`src/rtl/csi2_lane_byte_aligner_if.sv`:
```
// csi2_lane_byte_aligner_if
// Purpose: groups the lane aligner's stream input and aligned-byte output signals.
// Signals:
//   bits_in[1:0]    2 captured bits per cycle, bits_in[0] earlier in time
//   hs_active       lane is in HS mode
//   byte_out[7:0]   aligned byte
//   byte_valid      one-cycle strobe qualifying byte_out
//   sync_found      one-cycle pulse on sync detection
//   sync_corrected  one-cycle pulse with sync_found when the match was inexact
//   sync_err        one-cycle pulse on hunt timeout
//   locked          high while locked to a byte boundary
// Modports: master drives the stream and observes results; slave is the aligner.
interface csi2_lane_byte_aligner_if;
    logic [1:0] bits_in;
    logic       hs_active;
    logic [7:0] byte_out;
    logic       byte_valid;
    logic       sync_found;
    logic       sync_corrected;
    logic       sync_err;
    logic       locked;

    modport master (
        output bits_in,
        output hs_active,
        input  byte_out,
        input  byte_valid,
        input  sync_found,
        input  sync_corrected,
        input  sync_err,
        input  locked
    );

    modport slave (
        input  bits_in,
        input  hs_active,
        output byte_out,
        output byte_valid,
        output sync_found,
        output sync_corrected,
        output sync_err,
        output locked
    );
endinterface

```
`src/rtl/csi2_lane_byte_aligner.sv`:
```
// csi2_lane_byte_aligner
// Purpose: per-lane CSI-2 D-PHY byte aligner. Hunts for the HS sync byte at
// either bit offset in a 2-bit-per-cycle stream, then emits one aligned byte
// every 4 cycles until hs_active drops.
// Ports:
//   clk  byte-clock-domain clock
//   rst  asynchronous active-high reset
//   bus  csi2_lane_byte_aligner_if.slave (stream in, aligned bytes and status out)
// Parameters:
//   HUNT_TIMEOUT  hunt cycles without a match before sync_err
//   SYNC_BYTE     sync pattern, bit 0 received first
// Build option: define CSI2_SYNC_ERR_TOLERANT_EN to accept a sync byte with a
// single bit error (reported through sync_corrected).
module csi2_lane_byte_aligner #(
    parameter int unsigned HUNT_TIMEOUT = 32,
    parameter logic [7:0]  SYNC_BYTE    = 8'hB8
) (
    input  logic                           clk,
    input  logic                           rst,
    csi2_lane_byte_aligner_if.slave        bus
);

    localparam int unsigned HCNT_W = $clog2(HUNT_TIMEOUT + 1);

    localparam logic [1:0] ST_IDLE   = 2'd0;
    localparam logic [1:0] ST_HUNT   = 2'd1;
    localparam logic [1:0] ST_LOCKED = 2'd2;
    localparam logic [1:0] ST_FAIL   = 2'd3;

    logic [1:0]        r_state,          w_state_nxt;
    logic [9:0]        r_h,              w_h_nxt;
    logic [1:0]        r_cnt,            w_cnt_nxt;
    logic [HCNT_W-1:0] r_hcnt,           w_hcnt_nxt;
    logic              r_off,            w_off_nxt;
    logic [7:0]        r_byte_out,       w_byte_out_nxt;
    logic              r_byte_valid,     w_byte_valid_nxt;
    logic              r_sync_found,     w_sync_found_nxt;
    logic              r_sync_corrected, w_sync_corrected_nxt;
    logic              r_sync_err,       w_sync_err_nxt;
    logic              r_locked,         w_locked_nxt;

    logic [9:0]        w_h_shift;
    logic [7:0]        w_win_a;
    logic [7:0]        w_win_b;
    logic              w_exact_a;
    logic              w_exact_b;
    logic              w_match_a;
    logic              w_match_b;
    logic              w_sel_b;
    logic              w_inexact;
    logic [HCNT_W-1:0] w_hcnt_inc;

    // Newest bits enter at the top; bits_in[0] is older than bits_in[1].
    assign w_h_shift  = {bus.bits_in, r_h[9:2]};
    assign w_win_a    = r_h[9:2];
    assign w_win_b    = r_h[8:1];
    assign w_exact_a  = (w_win_a == SYNC_BYTE);
    assign w_exact_b  = (w_win_b == SYNC_BYTE);
    assign w_hcnt_inc = r_hcnt + HCNT_W'(1);

`ifdef CSI2_SYNC_ERR_TOLERANT_EN
    logic [7:0] w_diff_a;
    logic [7:0] w_diff_b;
    logic       w_sel_exact;

    // A difference with at most one set bit is zero or a power of two.
    assign w_diff_a    = w_win_a ^ SYNC_BYTE;
    assign w_diff_b    = w_win_b ^ SYNC_BYTE;
    assign w_match_a   = ((w_diff_a & (w_diff_a - 8'd1)) == 8'd0);
    assign w_match_b   = ((w_diff_b & (w_diff_b - 8'd1)) == 8'd0);
    assign w_sel_exact = w_sel_b ? w_exact_b : w_exact_a;
    assign w_inexact   = ~w_sel_exact;
`else
    assign w_match_a   = w_exact_a;
    assign w_match_b   = w_exact_b;
    assign w_inexact   = 1'b0;
`endif

    // Offset choice: B unless only A matches, or A is exact while B is not.
    assign w_sel_b = (w_match_a && w_match_b) ? ~(w_exact_a && !w_exact_b) : w_match_b;

    // Next-state and registered-output decode.
    always_comb begin
        w_state_nxt          = r_state;
        w_h_nxt              = r_h;
        w_cnt_nxt            = r_cnt;
        w_hcnt_nxt           = r_hcnt;
        w_off_nxt            = r_off;
        w_byte_out_nxt       = r_byte_out;
        w_byte_valid_nxt     = 1'b0;
        w_sync_found_nxt     = 1'b0;
        w_sync_corrected_nxt = 1'b0;
        w_sync_err_nxt       = 1'b0;
        w_locked_nxt         = 1'b0;

        if (!bus.hs_active) begin
            // Leaving HS drops any partial byte and clears the history.
            w_state_nxt = ST_IDLE;
            w_h_nxt     = '0;
            w_cnt_nxt   = '0;
            w_hcnt_nxt  = '0;
        end else begin
            case (r_state)
                ST_IDLE: begin
                    w_state_nxt = ST_HUNT;
                    w_h_nxt     = '0;
                    w_cnt_nxt   = '0;
                    w_hcnt_nxt  = '0;
                end
                ST_HUNT: begin
                    w_h_nxt = w_h_shift;
                    if (w_match_a || w_match_b) begin
                        w_off_nxt            = w_sel_b;
                        w_cnt_nxt            = 2'd1;
                        w_state_nxt          = ST_LOCKED;
                        w_sync_found_nxt     = 1'b1;
                        w_sync_corrected_nxt = w_inexact;
                        w_locked_nxt         = 1'b1;
                    end else if (w_hcnt_inc == HCNT_W'(HUNT_TIMEOUT)) begin
                        w_hcnt_nxt     = w_hcnt_inc;
                        w_sync_err_nxt = 1'b1;
                        w_state_nxt    = ST_FAIL;
                    end else begin
                        w_hcnt_nxt = w_hcnt_inc;
                    end
                end
                ST_LOCKED: begin
                    w_h_nxt      = w_h_shift;
                    w_cnt_nxt    = r_cnt + 2'd1;
                    w_locked_nxt = 1'b1;
                    if (r_cnt == 2'd0) begin
                        w_byte_out_nxt   = r_off ? w_win_b : w_win_a;
                        w_byte_valid_nxt = 1'b1;
                    end
                end
                default: begin
                    w_state_nxt = ST_FAIL;
                end
            endcase
        end
    end

    // State and output registers.
    always_ff @(posedge clk or posedge rst) begin
        if (rst) begin
            r_state          <= ST_IDLE;
            r_h              <= '0;
            r_cnt            <= '0;
            r_hcnt           <= '0;
            r_off            <= 1'b0;
            r_byte_out       <= '0;
            r_byte_valid     <= 1'b0;
            r_sync_found     <= 1'b0;
            r_sync_corrected <= 1'b0;
            r_sync_err       <= 1'b0;
            r_locked         <= 1'b0;
        end else begin
            r_state          <= w_state_nxt;
            r_h              <= w_h_nxt;
            r_cnt            <= w_cnt_nxt;
            r_hcnt           <= w_hcnt_nxt;
            r_off            <= w_off_nxt;
            r_byte_out       <= w_byte_out_nxt;
            r_byte_valid     <= w_byte_valid_nxt;
            r_sync_found     <= w_sync_found_nxt;
            r_sync_corrected <= w_sync_corrected_nxt;
            r_sync_err       <= w_sync_err_nxt;
            r_locked         <= w_locked_nxt;
        end
    end

    assign bus.byte_out       = r_byte_out;
    assign bus.byte_valid     = r_byte_valid;
    assign bus.sync_found     = r_sync_found;
    assign bus.sync_corrected = r_sync_corrected;
    assign bus.sync_err       = r_sync_err;
    assign bus.locked         = r_locked;

endmodule

```
`src/flat_wrapper.sv`:
```
// flat-port wrapper written by rule: the top's interface ports become plain ports
module csi2_lane_byte_aligner_flat 
#(
    parameter int unsigned HUNT_TIMEOUT = 32,
    parameter logic [7:0]  SYNC_BYTE    = 8'hB8
)
  (clk, rst, bus_bits_in, bus_hs_active, bus_byte_out, bus_byte_valid, bus_sync_found, bus_sync_corrected, bus_sync_err, bus_locked);
  csi2_lane_byte_aligner_if bus_i ();
  input  logic clk;
  input  logic rst;
  input wire logic [$bits(bus_i.bits_in)-1:0] bus_bits_in;
  input wire logic [$bits(bus_i.hs_active)-1:0] bus_hs_active;
  output wire logic [$bits(bus_i.byte_out)-1:0] bus_byte_out;
  output wire logic [$bits(bus_i.byte_valid)-1:0] bus_byte_valid;
  output wire logic [$bits(bus_i.sync_found)-1:0] bus_sync_found;
  output wire logic [$bits(bus_i.sync_corrected)-1:0] bus_sync_corrected;
  output wire logic [$bits(bus_i.sync_err)-1:0] bus_sync_err;
  output wire logic [$bits(bus_i.locked)-1:0] bus_locked;
  assign bus_i.bits_in = bus_bits_in;
  assign bus_i.hs_active = bus_hs_active;
  assign bus_byte_out = bus_i.byte_out;
  assign bus_byte_valid = bus_i.byte_valid;
  assign bus_sync_found = bus_i.sync_found;
  assign bus_sync_corrected = bus_i.sync_corrected;
  assign bus_sync_err = bus_i.sync_err;
  assign bus_locked = bus_i.locked;
  csi2_lane_byte_aligner #(.HUNT_TIMEOUT(HUNT_TIMEOUT), .SYNC_BYTE(SYNC_BYTE)) u_core (.clk(clk), .rst(rst), .bus(bus_i));
endmodule
```
`config.mk`:
```
export PLATFORM = sky130hd
export DESIGN_NAME = csi2_lane_byte_aligner_flat
export DESIGN_NICKNAME = d
export VERILOG_FILES = /design/src/rtl/csi2_lane_byte_aligner_if.sv /design/src/rtl/csi2_lane_byte_aligner.sv /design/src/flat_wrapper.sv
export SDC_FILE = /design/constraint.sdc
export NUM_CORES = 1
export LEC_CHECK = 0
export BUFFER_PORTS_ARGS = -buffer_cell sky130_fd_sc_hd__buf_2
export CAP_MARGIN = 10
export CORE_ASPECT_RATIO = 1.4
export CORE_MARGIN = 8
export CORE_UTILIZATION = 35
export DETAILED_ROUTE_END_ITERATION = 6
export PLACE_DENSITY = 0.53
export SLEW_MARGIN = 20
export SYNTH_ARGS = -nofsm -noshare
export SYNTH_HDL_FRONTEND = slang
export SYNTH_SLANG_ARGS = --single-unit
export TNS_END_PERCENT = 20
```
`constraint.sdc`:
```
create_clock -name clk -period 2.6 [get_ports clk]
set_clock_uncertainty 0.2 [all_clocks]
set_input_delay 0.52 -clock clk [delete_from_list [all_inputs] [get_ports clk]]
set_output_delay 0.52 -clock clk [all_outputs]
set_load 0.03 [all_outputs]
```
==> results by stage, run 1 <==
Finish:
- Summing all multi-input logic gate instances after layout gives 773 um^2.
- Compared with the post-synthesis result, the final layout area differs by 14.3%.
- The net count reported at finish is 191.
- The diode insertion count for antenna repair is 0.
- Once layout is complete, the cells apart from fillers number 244.
- For this run, the share of the core covered by cells in the final layout is about two fifths.
- The number of inserted filler cells in the final layout is 457.
- The post-route netlist has 16.5% of its cells at a drive strength greater than 1.
- The total non-filler cell area in the finished layout is ~1900 um^2.
- Registers take 801 um^2.

CTS:
- In this run the number of H-tree levels came out at 2.
- The clock drives 32 sinks.
- In this run, post-CTS hold repair placed 0 buffers.
- The clock transition at the registers of the reported paths is 70 ps.
- The number of setup buffers added after CTS is 0.
- The clock tree buffer depth is 2.
- Gates resized during post-CTS repair numbered 0.
- TritonCTS created 5 clock buffers.
- The CTS tree is built.
- For the worst-skew pair, the clock arrives at the later sink with an insertion delay of 280 ps.
- The library cell used as clock root buffer is clkbuf_8.

Floorplan:
- The total number of placement rows is 29.
- Measured along the y axis, the die boundary spans approximately 100 um.
- The core region is 4540 um^2.
- The initial core utilization is 36.6%.
- The horizontal die dimension is 74.2 um.
- The die footprint is 7230 um^2.
- During I/O placement, the number of pins put on the boundary was 18.

Synth:
- Ranked by instance count, the synthesized netlist is headed by dfrtp_1 (32), nand2_1 (19), o21ai_0 (13).
- After synthesis, the share of flip-flops with an asynchronous set or reset is 100%.
- The synthesized area per cell is 9.87 um^2.
- The most used flip-flop cell after synthesis is dfrtp_1.
- Synthesis produced a netlist with a net count of 178.
- The largest total area in the synthesized netlist belongs to dfrtp_1.
- After synthesis, flip-flops and latches occupy 48.3% of the total area.
- Synthesis inferred 32 register bits.
- The synthesized design contains 0 enable-type register cells.
- The library cell with the highest instance count after synthesis is dfrtp_1.
- The post-synthesis instance area is 1660 um^2.
- The synthesized netlist cell count is 168.
- The post-synthesis cell type count is 39.
- The synthesis warning total is 0.
- The area fraction of the dominant cell type after synthesis is 48.3%.
- Sorting the synthesized cells by area gives the leading types as dfrtp_1 (48%), mux2i_1 (6.0%), nor3b_1 (4.5%).

STA:
- Setup violations remaining at the end of the flow were counted as 0.
- The number of pins with negative max-slew slack in the final report is 0.
- The number of endpoints with negative hold slack in the final report is 0.
- The worst slew margin relative to its limit is 62.5%.
- Setup repair after global routing left no endpoint under its margin.
- Static timing analysis puts the maximum clock frequency at 480 MHz.
- In the post-route analysis, the smallest setup slack over all paths is 517 ps.
- The period utilization is 80.1%.
- Subtracting the final worst setup slack from the clock period gives 2080 ps.
- At the pin with the least slew margin, the transition time is roughly 560 ps.
- For the final routed database, the setup TNS stands at 0 ps.

Route:
- The routed design has 3380 um of wire.
- The pre-antenna-repair detailed-routing pass consisted of 4 iterations.
- The residual antenna-violating net count after detailed routing is 0.
- After the first detailed-routing iteration, the DRC count stood at 37.
- The total via count after detailed routing is about 1.2k.
- After detailed routing, the average wire length per cell comes to 13.9 um.
- The remaining design rule violation count is 0.
- Using the TritonRoute via totals, the vias-per-cell ratio works out to approximately 5.0.

Critical path:
- For the worst setup path, the data arrival time is about 2100 ps.
- The category of the worst setup path launch point is a register.
- The type of the setup path with the least slack is reg -> reg.
- The largest fanout of any net on the critical path is 12.
- The worst setup path is captured at a register.
- STA puts the critical path data required time at 2570 ps.

Place:
- The count of buffers added on input and output ports is 16.
- Including well taps, the total number of placed cells is 236.
- At the placement stage, the worst setup path has a slack of around 560 ps.
- The total half-perimeter wirelength after legalization and detailed placement is around 2400 um.
- The standard cell area after detailed placement is 1770 um^2.
- At the end of routability-driven placement, the weighted congestion stood at about 0.82.

Worst hold path:
- The worst hold path class is in -> async.

Power:
- The total power per unit cell area is 924 nW/um^2.
- The leakage power figure is 0.836 nW.
- The worst-case IR drop observed on VDD is roughly 440 uV.

Flow run:
- Across the run, the number of max-cap violations was 0.

GRT:
- The pin count of the biggest net entering global routing is 33.
- The number of antenna violations at the first check in global routing is 0.
- For this run, the total global-route usage over all layers was measured as 10.6%.
- Global routing finished with a remaining overflow of 0.
- The via count of the first global-routing pass is roughly 1.3k.
- The wire length of the first global-routing pass is 5980 um.

Status:
- The run finished with clean final reports.
-- layer usage --
layer | GRT usage (%) | vias up | part of all wire (%)
met5 | 0 | - | 0
met4 | 5.87 | 0 | 2.4
met3 | 3.10 | 7 | 5.0
met2 | 17.7 | 21 | 52
met1 | 11.3 | 575 | 41
li1 | - | 615 | -
-- final timing paths --
kind | startpoint | endpoint | slack, ps | cells after the start
max | u_core.r_state[1]$_DFFE_PP0P_ | u_core.r_state[0]$_DFFE_PP0P_ | 520 | 5
min | rst | u_core.r_hcnt[3]$_DFFE_PP0P_ | 110 | 3
max reg2reg | u_core.r_state[1]$_DFFE_PP0P_ | u_core.r_state[0]$_DFFE_PP0P_ | 520 | 5
min reg2reg | u_core.bus.byte_out[2]$_DFFE_PP0P_ | u_core.bus.byte_out[2]$_DFFE_PP0P_ | 270 | 2
max in group asynchronous | rst | u_core.bus.byte_out[0]$_DFFE_PP0P_ | 1790 | 3
min in group clk | u_core.bus.byte_out[2]$_DFFE_PP0P_ | u_core.bus.byte_out[2]$_DFFE_PP0P_ | 270 | 2
-- registers in the layout (all words and copies together), names as in the netlist --
register,count
u_core.r_hcnt,6
u_core.bus.byte_out,8
u_core.bus.sync_err,1
u_core.r_cnt,2
u_core.bus.byte_valid,1
u_core.r_off,1
u_core.r_h,9
u_core.r_state,2
u_core.bus.sync_found,1
u_core.bus.locked,1
-- metrics by stage --
| stage | total power (W) | hold WS [ps] |
|---|---|---|
| final | 0.00175 | 111 |
| after global routing | 0.00188 | 144 |
| after CTS | 0.00177 | 125 |
| after detailed placement | 0.00124 | 266 |
| after global placement | 0.00123 | 258 |
| after floorplan | 0.00110 | 259 |
-- critical path: stages, from the launching register on --
cell and delay [ps]:
dfrtp_1 410, inv_1 100, ha_1 440, inv_1 160, or3_1 400, a32o_1 270
-- cell usage in the layout, fill, tap and decap left out, drive strengths merged --
| cell type | netlist | final |
|---|---|---|
| dfrtp | 32 | 32 |
| nand2 | 19 | 19 |
| buf | 3 | 17 |
| o21ai | 14 | 14 |
| a21oi | 12 | 12 |
| mux2i | 10 | 10 |
| nor3b | 10 | 10 |
| nor2b | 10 | 10 |
| inv | 8 | 8 |
| clkbuf | 8 | 7 |
| nor2 | 5 | 5 |
| ha | 5 | 5 |
| nand3 | 4 | 4 |
| and4bb | 3 | 3 |
| a32o | 2 | 2 |
| nand4 | 2 | 2 |
| nand4b | 2 | 2 |
| a21boi | 2 | 2 |
| and3 | 2 | 2 |
| and3b | 1 | 1 |
| o2111ai | 1 | 1 |
| or3 | 1 | 1 |
| o31ai | 1 | 1 |
| nor4b | 1 | 1 |
| a41oi | 1 | 1 |
| a31oi | 1 | 1 |
| o2bb2ai | 1 | 1 |
| o21ba | 1 | 1 |
| nor3 | 1 | 1 |
| nand3b | 1 | 1 |
| o22ai | 1 | 1 |
| a21o | 1 | 1 |
| a22o | 1 | 1 |
| conb | 1 | 1 |
| bufinv | 0 | 1 |
-- logic make-up after synthesis --
family	after synthesis	share of synthesized area (%)
DFF	32	48.3
muxes	10	6.04
other	1	0.226
and+or+nand+nor	62	22.0
adders and majority gates	5	3.77
AOI/OAI and AO/OA	39	14.6
buffers and inverters	19	5.06
-- power by group --
group	leakage [nW]	internal (W)	switching (W)
clock network	0.0645	0.000338	0.000180
logic	0.332	0.000181	0.000393
registers	0.439	0.000586	0.0000736
-- cell type report --
| class | count | area share (%) |
|---|---|---|
| Clock inverter | 1 | 1.58 |
| Inverter | 8 | 1.58 |
| Multi-Input combinational cell | 117 | 40.8 |
| Sequential cell | 32 | 42.2 |
| Clock buffer | 7 | 5.08 |
| Timing Repair Buffer | 17 | 4.62 |
| Tap cell | 62 | 4.09 |
(Power assumes the default switching activity.)
==> run 2: changes to the inputs <==
--- a/config.mk
+++ b/config.mk
@@ -5,13 +5,14 @@
 export SDC_FILE = /design/constraint.sdc
 export NUM_CORES = 1
 export LEC_CHECK = 0
+export ABC_AREA = 1
 export BUFFER_PORTS_ARGS = -buffer_cell sky130_fd_sc_hd__buf_2
 export CAP_MARGIN = 10
 export CORE_ASPECT_RATIO = 1.4
 export CORE_MARGIN = 8
 export CORE_UTILIZATION = 35
 export DETAILED_ROUTE_END_ITERATION = 6
-export PLACE_DENSITY = 0.53
+export PLACE_DENSITY = 0.55
 export SLEW_MARGIN = 20
 export SYNTH_ARGS = -nofsm -noshare
 export SYNTH_HDL_FRONTEND = slang
==> constraint.sdc (replaced) <==
create_clock -name clk -period 1.75 [get_ports clk]
set_clock_uncertainty 0.2 [all_clocks]
set_input_delay 0.35 -clock clk [delete_from_list [all_inputs] [get_ports clk]]
set_output_delay 0.35 -clock clk [all_outputs]
set_load 0.03 [all_outputs]
==> results by stage, run 2 <==
Status:
- The flow ran to the end, and the final reports show no timing, DRC or antenna violations.

Floorplan:
- The floorplan step set the die width to 73.5 um.
- After floorplanning, the core was sized to cover 4500 um^2.
- For this configuration, the core starts out at a cell density of 36.0%.
- The die covers between 7000 and 8000 um^2.
- 18 I/O pins were placed.
- The floorplan has 29 rows.
- The floorplan step set the die height to 96.5 um.

CTS:
- The clock transition at the registers of the reported paths is 60 ps.
- The clock tree buffer depth is 2.
- The buffers inserted during post-CTS setup optimization is 0.
- The total CTS buffers is 5.
- The library cell used as clock root buffer is clkbuf_8.
- Counting every sink on the clock net gives 32.
- The H-tree was split into 2 levels.
- At the later pin of the worst-skew pair, clock insertion delay measures around 280 ps.
- TritonCTS built the clock tree.

STA:
- Setup repair after global routing left no endpoint under its margin.
- The maximum frequency from static timing analysis is approximately 610 MHz.
- The number of endpoints with negative hold slack in the final report is 0.
- Measured against its own limit, the worst slew margin works out to 64.1%.
- The period utilization is 93.5%.
- The worst path setup slack after routing is around 110 ps.
- Counting I/O delays and the setup requirement, the final critical path takes 1640 ps.
- The number of pins with negative max-slew slack in the final report came to 0.
- The sum of negative setup slack is 0 ps.
- Setup violations remaining at the end of the flow were counted as 0.
- At the pin with the least slew margin, the transition time is 539 ps.

Finish:
- The number of antenna diodes in the final layout is 0.
- Fill cells in the final layout number 470.
- The register name with the most flops is u_core.r_h.
- The relative area change from synthesis to final layout is 20.2%.
- The register with the most flip-flops in the layout has 9 of them.
- The fraction of layout instances using a drive strength above 1 is 23.2%.
- The library cells used most frequently in the layout, excluding fill and tap cells, are nand2_1 (59), dfrtp_1 (32), inv_1 (20), o21ai_0 (18), buf_2 (16).
- The most frequent standard cell in the layout excluding fill and tap cells is nand2_1.
- The net count reported at finish is 233.
- For this run, the share of the core covered by cells in the final layout is 43.2%.

Synth:
- The adder-cell area share of the yosys netlist is 3.86%.
- The share of flip-flops with an asynchronous set or reset after synthesis is 100%.
- In this run, synthesis produced a sequential element count of 32.
- After synthesis, the cell types taking the most area are dfrtp_1 (49%), nand2_1 (14%), o21ai_0 (5.6%).
- The fraction of the yosys area taken by sequential cells is 49.5%.
- The most used flip-flop cell after synthesis is dfrtp_1.
- The commonest cells after synthesis are nand2_1 (59), dfrtp_1 (32), inv_1 (21).
- Of the total synthesized cell area, the portion taken by AND, OR, NAND and NOR gates is 25.0%.
- The xor/xnor cell area share of the yosys netlist is 0%.
- The synthesized design contains 0 enable-type register cells.
- The dominant combinational cell family by area after synthesis is simple AND/OR/NAND/NOR gates.
- The leading area contributor after synthesis is dfrtp_1.
- Summing the areas of all compound-gate instances in the mapped netlist gives 13.3% of the synthesized area.
- For this run, the number of Yosys warnings is 0.
- Counting distinct cell types in the post-synthesis netlist gives 25.
- The area fraction of the dominant cell type after synthesis is 49.5%.
- The synthesized netlist cell count is 196.
- Averaged over all synthesized cells, the footprint is 8.26 um^2.
- When the netlist entered floorplanning its net count stood at around 210.
- The multiplexer share of the synthesized area is 0%.
- The library cell with the highest instance count after synthesis is nand2_1.
- The post-synthesis instance area is between 1500 and 2000 um^2.

Critical path:
- Among all stages on the critical path, the largest delay is contributed by dfrtp_1.
- STA puts the critical path data required time at 1730 ps.
- The worst setup path is captured at a register.
- The largest fanout of any net on the critical path is 5.
- The type of the setup path with the least slack is reg -> reg.
- The data arrival at the endpoint of the critical path is 1610 ps.
- The category of the worst setup path launch point is a register.
- The critical path starts at u_core.r_state[1]$_DFFE_PP0P_.
- The worst stage delay on the critical path is 410 ps.
- In this run the critical register-to-register path is launched from u_core.r_state[1]$_DFFE_PP0P_.
- Traced cell by cell, the critical path runs through inv_1, ha_1, nand2_1, inv_2, nand3_2, inv_1, nand2_2, nand3_1, nand2_1.

Place:
- The total half-perimeter wirelength after legalization and detailed placement is 2690 um.
- The global placer's final weighted congestion is 0.799.
- Buffers placed on the I/O ports in this run total 16.
- Prior to clock tree synthesis, the placed netlist has a worst setup slack of 82.4 ps.

GRT:
- The overall global routing resource usage is about 11%.
- The via count of the first global-routing pass is 1351.
- The number of antenna violations at the first check in global routing is 0.
- The first global-routing pass estimated between 6000 and 7000 um of wire.
- The pin count of the biggest net entering global routing is 33.
- The total overflow left after global routing is 0.

Route:
- The routed design has 3610 um of wire.
- The final route contains 1329 vias.
- The residual antenna-violating net count after detailed routing is 0.
- The routed wire length per instance is 12.6 um.
- For this block, the initial DRC count from the detailed router was 55.
- The remaining design rule violation count is 0.
- After detailed routing, the number of vias per cell comes to 4.65.
- The number of detailed-route iterations in the first pass is 4.

Power:
- VDD sags by at most ~560 uV.
- The clock share of power is a little under a third.
- The design draws 0.00253 W.
- The analysis attributes to net switching a power of approximately 0.00090 W.
- The portion of total power attributed to sequential cells is 37.2%.
- The total power per unit cell area is 1300 nW/um^2.
- In this run switching power makes up 35.6% of total power.
- The internal portion of the total power is 0.00163 W.
- The relative contribution of combinational cells to total power is 32.4%.
- The leakage power figure is 0.984 nW.

Worst hold path:
- The start point of the worst hold path is bus_bits_in[1].
- The tightest min-delay check is of the in -> reg type.

Flow run:
- The tool flagged a number of max-cap violations equal to 0.
## run 2: cell types whose count changed after synthesis, moves of 6 or more
cell,change
a21oi_1,-10
clkbuf_1,-7
inv_1,+13
mux2i_1,-10
nand2_1,+40
nand2_2,+7
nor2b_1,-10
nor3b_1,-10
o211ai_1,+8
o22ai_1,+6
## run 2: final timing paths
path / slack (ps) / to / cells past startpoint
max in group asynchronous: 560 / u_core.r_h[6]$_DFFE_PP0P_ / 4
min in group asynchronous: 490 / u_core.bus.byte_valid$_DFF_PP0_ / 4
max reg2reg: 110 / u_core.r_state[0]$_DFFE_PP0P_ / 9
min reg2reg: 290 / u_core.r_hcnt[5]$_DFFE_PP0P_ / 2
max: 110 / u_core.r_state[0]$_DFFE_PP0P_ / 9
min: 70 / u_core.r_h[9]$_DFFE_PP0P_ / 3
## run 2: cells by family (layout without fill, tap and decap cells)
kind of cell	count (synthesis)	in the layout
adders and majority gates	5	5
other	1	1
buffers and inverters	30	58
DFF	32	32
AOI/OAI and AO/OA	37	37
and+or+nand+nor	91	91
## run 2: through the flow
stage,cell area [um^2],hold WS (ps),std cells
2_1_floorplan,1620,253,196
3_3_place_gp,1800,261,277
3_5_place_dp,1800,265,277
4_1_cts,1930,69.8,286
5_1_grt,1950,85.4,286
6_report,1950,72.6,286
## run 2: what timing repair did
action / in CTS / in global routing
gates resized for setup: 0 / 4
endpoints found under the setup margin: 0 / 13
hold buffers: 1 / 0
hold endpoints to repair: 32 / 0
## run 2: cell type report
class                      instances  area [um^2]  area share [%]
inverter                          25         93.8            4.82
clock inverter                     1         30.0            1.54
multi-input combinational        134          697            35.8
timing repair buffer              25          150            7.72
sequential                        32          801            41.2
clock buffer                       7         96.3            4.95
tap                               62         77.6            3.99
## run 2: critical path, delay by kind of cell (launching register included)
family	cells	cell delay, ps
AND/OR/NAND/NOR	5	440
adder cells (fa/ha/maj)	1	190
flip-flops	1	410
buffers and inverters	3	310
## run 2: power groups by stage
stage | sequential (W) | combinational, W | clock, W
after floorplan | 0.00105 | 0.000437 | 0
after global placement | 0.000956 | 0.000792 | 0
after detailed placement | 0.000957 | 0.000808 | 0
after CTS | 0.000943 | 0.000813 | 0.000793
after global routing | 0.000957 | 0.000917 | 0.000823
final | 0.000942 | 0.000819 | 0.000769
## run 2: per-layer routing
layer	up-vias	GRT usage (%)	wire length (um)
met5	-	0	0
met4	0	5.85	77
met3	5	2.69	98
met2	19	20.1	1860
met1	622	11.7	1580
li1	683	-	-
==> run 3: changes to the inputs <==
--- a/config.mk
+++ b/config.mk
@@ -12,7 +12,9 @@
 export CORE_MARGIN = 8
 export CORE_UTILIZATION = 35
 export DETAILED_ROUTE_END_ITERATION = 6
-export PLACE_DENSITY = 0.55
+export MAX_ROUTING_LAYER = met4
+export PLACE_DENSITY = 0.58
+export RECOVER_POWER = 25
 export SLEW_MARGIN = 20
 export SYNTH_ARGS = -nofsm -noshare
 export SYNTH_HDL_FRONTEND = slang
==> results by stage, run 3 (synthesis results as in run 2) <==
Status:
- The flow ran to the end, and the final reports show no timing, DRC or antenna violations.

Floorplan:
- The core region is 4500 um^2.
- The boundary pin count is 18.
- The die footprint is 7090 um^2.
- Measured along the y axis, the die boundary spans 96.5 um.
- After floorplanning, the core was divided into 29 placement rows.
- The die is 73.5 um wide.
- The initial core utilization is 36.0%.

Power:
- The analysis attributes to cell leakage a power of 0.966 nW.
- Overall power consumption after layout is estimated at 0.00228 W.
- For this design the ratio of total power to cell area is 1190 nW/um^2.
- Combinational logic is responsible for 36.0% of the overall power.
- The clock network accounts for 22.7% of the total power.
- In this run, flip-flops and latches consume 41.3% of the power.
- The worst-case vdd ir drop is roughly 400 uV.
- Net switching is 38.1% of the power.
- The internal power contribution is 0.00141 W.
- Summed over all nets, the switching power comes to 0.000868 W.

Critical path:
- In this run the critical register-to-register path is captured at u_core.r_state[1]$_DFFE_PP0P_.
- The depth of the worst register-to-register path is 10.
- In this run the critical register-to-register path is launched from u_core.r_state[1]$_DFFE_PP0P_.
- The category of the worst setup path launch point is a register.
- Of all nets on the critical path, the largest fanout is 5.
- For the worst setup path, the data arrival time is between 1500 and 2000 ps.
- The required time of the critical path is ~1800 ps.
- The critical path is of the reg -> reg type.
- The setup check on the worst reg-to-reg path leaves a slack of 140 ps.
- The endpoint kind of the worst setup timing path is a register.

CTS:
- The deepest level of the CTS H-tree is 2.
- Counting the buffers created by CTS gives 5.
- In this run the deepest clock path goes through 2 buffers.
- The clock transition at the registers of the reported paths is 60 ps.
- The tree is rooted in a clkbuf_8.
- The clock latency on the worst-skew pair is 280 ps.
- After clock tree synthesis, the setup repair step added 0 buffers.
- TritonCTS built the clock tree.
- The total clock sinks is 32.

STA:
- Measured against its own limit, the worst slew margin works out to 47.7%.
- For the finished layout, the period the worst path requires is 1610 ps.
- The number of endpoints with negative hold slack in the final report came to 0.
- Dividing the final minimum period by the clock period gives 92.0%.
- Setup violations remaining at the end of the flow were counted as 0.
- In the post-route analysis, the smallest setup slack over all paths is 140 ps.
- At the pin with the least slew margin, the transition time is 784 ps.
- The number of pins with negative max-slew slack in the final report is 0.
- The worst hold slack across all endpoints is about 80 ps.
- Timing would allow up to about 620 MHz.

Route:
- The per-cell via count in the routed design is 4.57.
- The count of nets left with antenna violations once routing finished came out at 0.
- In this run, the number of DRC markers left after iteration 0 of detailed routing was 29.
- The number of detailed-route iterations in the first pass is 4.
- For this block, the routed nets add up to 3490 um of wire.
- The routed layout has 1313 vias.
- Dividing the detail-routed wire length by the instance count gives 12.1 um.
- In the routed design, unresolved DRC markers number 0.

Place:
- Input and output buffers added on the ports amount to 16.
- The number of placed instances, taps included is between 200 and 300.
- The wire-length estimate of the detail-placed layout is 2630 um.
- The global placer's final weighted congestion is 0.863.
- Before CTS, the worst setup slack after placement is 99.1 ps.

GRT:
- The number of antenna violations at the first check in global routing was 0.
- Summed over all layers, the global routing overflow is 0.
- The pin count of the biggest net entering global routing is 33.
- Global routing used 11.6% of the available tracks.
- The wire length of the first global-routing pass is 6070 um.
- The via count of the first global-routing pass was 1385.

Finish:
- The relative area change from synthesis to final layout is 18.4%.
- In the final layout, the share of cells above drive strength 1 is between 20% and 30%.
- The diode insertion count for antenna repair is 0.
- The register with the most flip-flops in the layout has 9 of them.
- The most frequent standard cell in the layout excluding fill and tap cells is nand2_1.
- In the layout the commonest cells are nand2_1 (59), dfrtp_1 (32), inv_1 (20), o21ai_0 (18), buf_2 (16).
- The register name with the most flops is u_core.r_h.
- The final layout contains 235 nets.
- Counting the fill cells in the layout gives 496.
- The finished layout holds 287 standard cells, fillers aside.

Worst hold path:
- The path class of the tightest hold or removal check is in -> reg.
- The start point of the worst hold path is bus_bits_in[0].
- The terminating pin of the worst hold path is u_core.r_h[8]$_DFFE_PP0P_.
- The number of stages on the worst hold path is 3.

Flow run:
- The tool flagged a number of max-cap violations equal to 0.
==> run 3: cell types whose count changed in the layout (fill, tap and decap cells not counted), sizes merged <==
cell | before | now
buf | 24 | 25
bufinv | 1 | 0
clkinv | 0 | 1
==> run 3: timing repair <==
item	in CTS	in global routing
endpoints found under the setup margin	0	8
gates resized for setup	0	6
hold buffers	1	0
hold endpoints to repair	32	0
==> run 3: routing by layer <==
metal	GRT usage [%]	vias up	wire length, um
met1	11.1	609	1430
met4	5.52	0	82
met5	-	-	0
met2	20.9	13	1870
met3	3.10	5	107
li1	-	686	-
==> run 3: through the flow <==
stage,TNS (ps),util [%],cell area (um^2)
6_report,0,42.6,1920
5_1_grt,-12.9,42.6,1920
4_1_cts,0,42.2,1900
3_5_place_dp,0,40.3,1810
3_3_place_gp,0,40.3,1810
2_1_floorplan,0,-,1620
==> run 3: worst max path at each step <==
| stage | slack, ps | depth (start not counted) | from | to |
|---|---|---|---|---|
| 6_report | 140 | 10 | u_core.r_state[1]$_DFFE_PP0P_ | u_core.r_state[1]$_DFFE_PP0P_ |
| 5_1_grt | -10 | 9 | u_core.r_state[1]$_DFFE_PP0P_ | u_core.r_state[0]$_DFFE_PP0P_ |
| 4_1_cts | 90 | 10 | u_core.r_state[1]$_DFFE_PP0P_ | u_core.r_state[1]$_DFFE_PP0P_ |
| 3_5_place_dp | 100 | 7 | u_core.r_state[1]$_DFFE_PP0P_ | u_core.r_cnt[1]$_DFFE_PP0P_ |
| 3_3_place_gp | 150 | 10 | u_core.r_hcnt[0]$_DFFE_PP0P_ | u_core.r_state[1]$_DFFE_PP0P_ |
| 2_1_floorplan | 220 | 6 | u_core.r_state[0]$_DFFE_PP0P_ | u_core.r_cnt[0]$_DFFE_PP0P_ |
==> run 3: power by group through the flow <==
| stage | Sequential [W] | Combinational (W) | Clock (W) |
|---|---|---|---|
| after floorplan | 0.00105 | 0.000437 | 0 |
| after global placement | 0.000947 | 0.000802 | 0 |
| after detailed placement | 0.000951 | 0.000809 | 0 |
| after CTS | 0.000937 | 0.000811 | 0.000536 |
| after global routing | 0.000956 | 0.000944 | 0.000558 |
| final | 0.000939 | 0.000820 | 0.000516 |
==> run 3: layout make-up <==
cell class / count / area, um^2 / area share, %
Multi-Input combinational cell: 134 / 704 / 36.7
Inverter: 25 / 93.8 / 4.90
Clock inverter: 1 / 5.00 / 0.261
Sequential cell: 32 / 801 / 41.8
Timing Repair Buffer: 27 / 163 / 8.49
Clock buffer: 6 / 72.6 / 3.79
Tap cell: 62 / 77.6 / 4.05
==> run 3: worst max-delay path, stage by stage, from the launching register on <==
cell and delay [ps]:
dfrtp_1 390, inv_1 80, ha_2 190, nand2_1 90
inv_2 130, nand3_4 100, inv_1 100, nand2_2 80
nand2_2 70, nand2_1 50, nand2_1 50
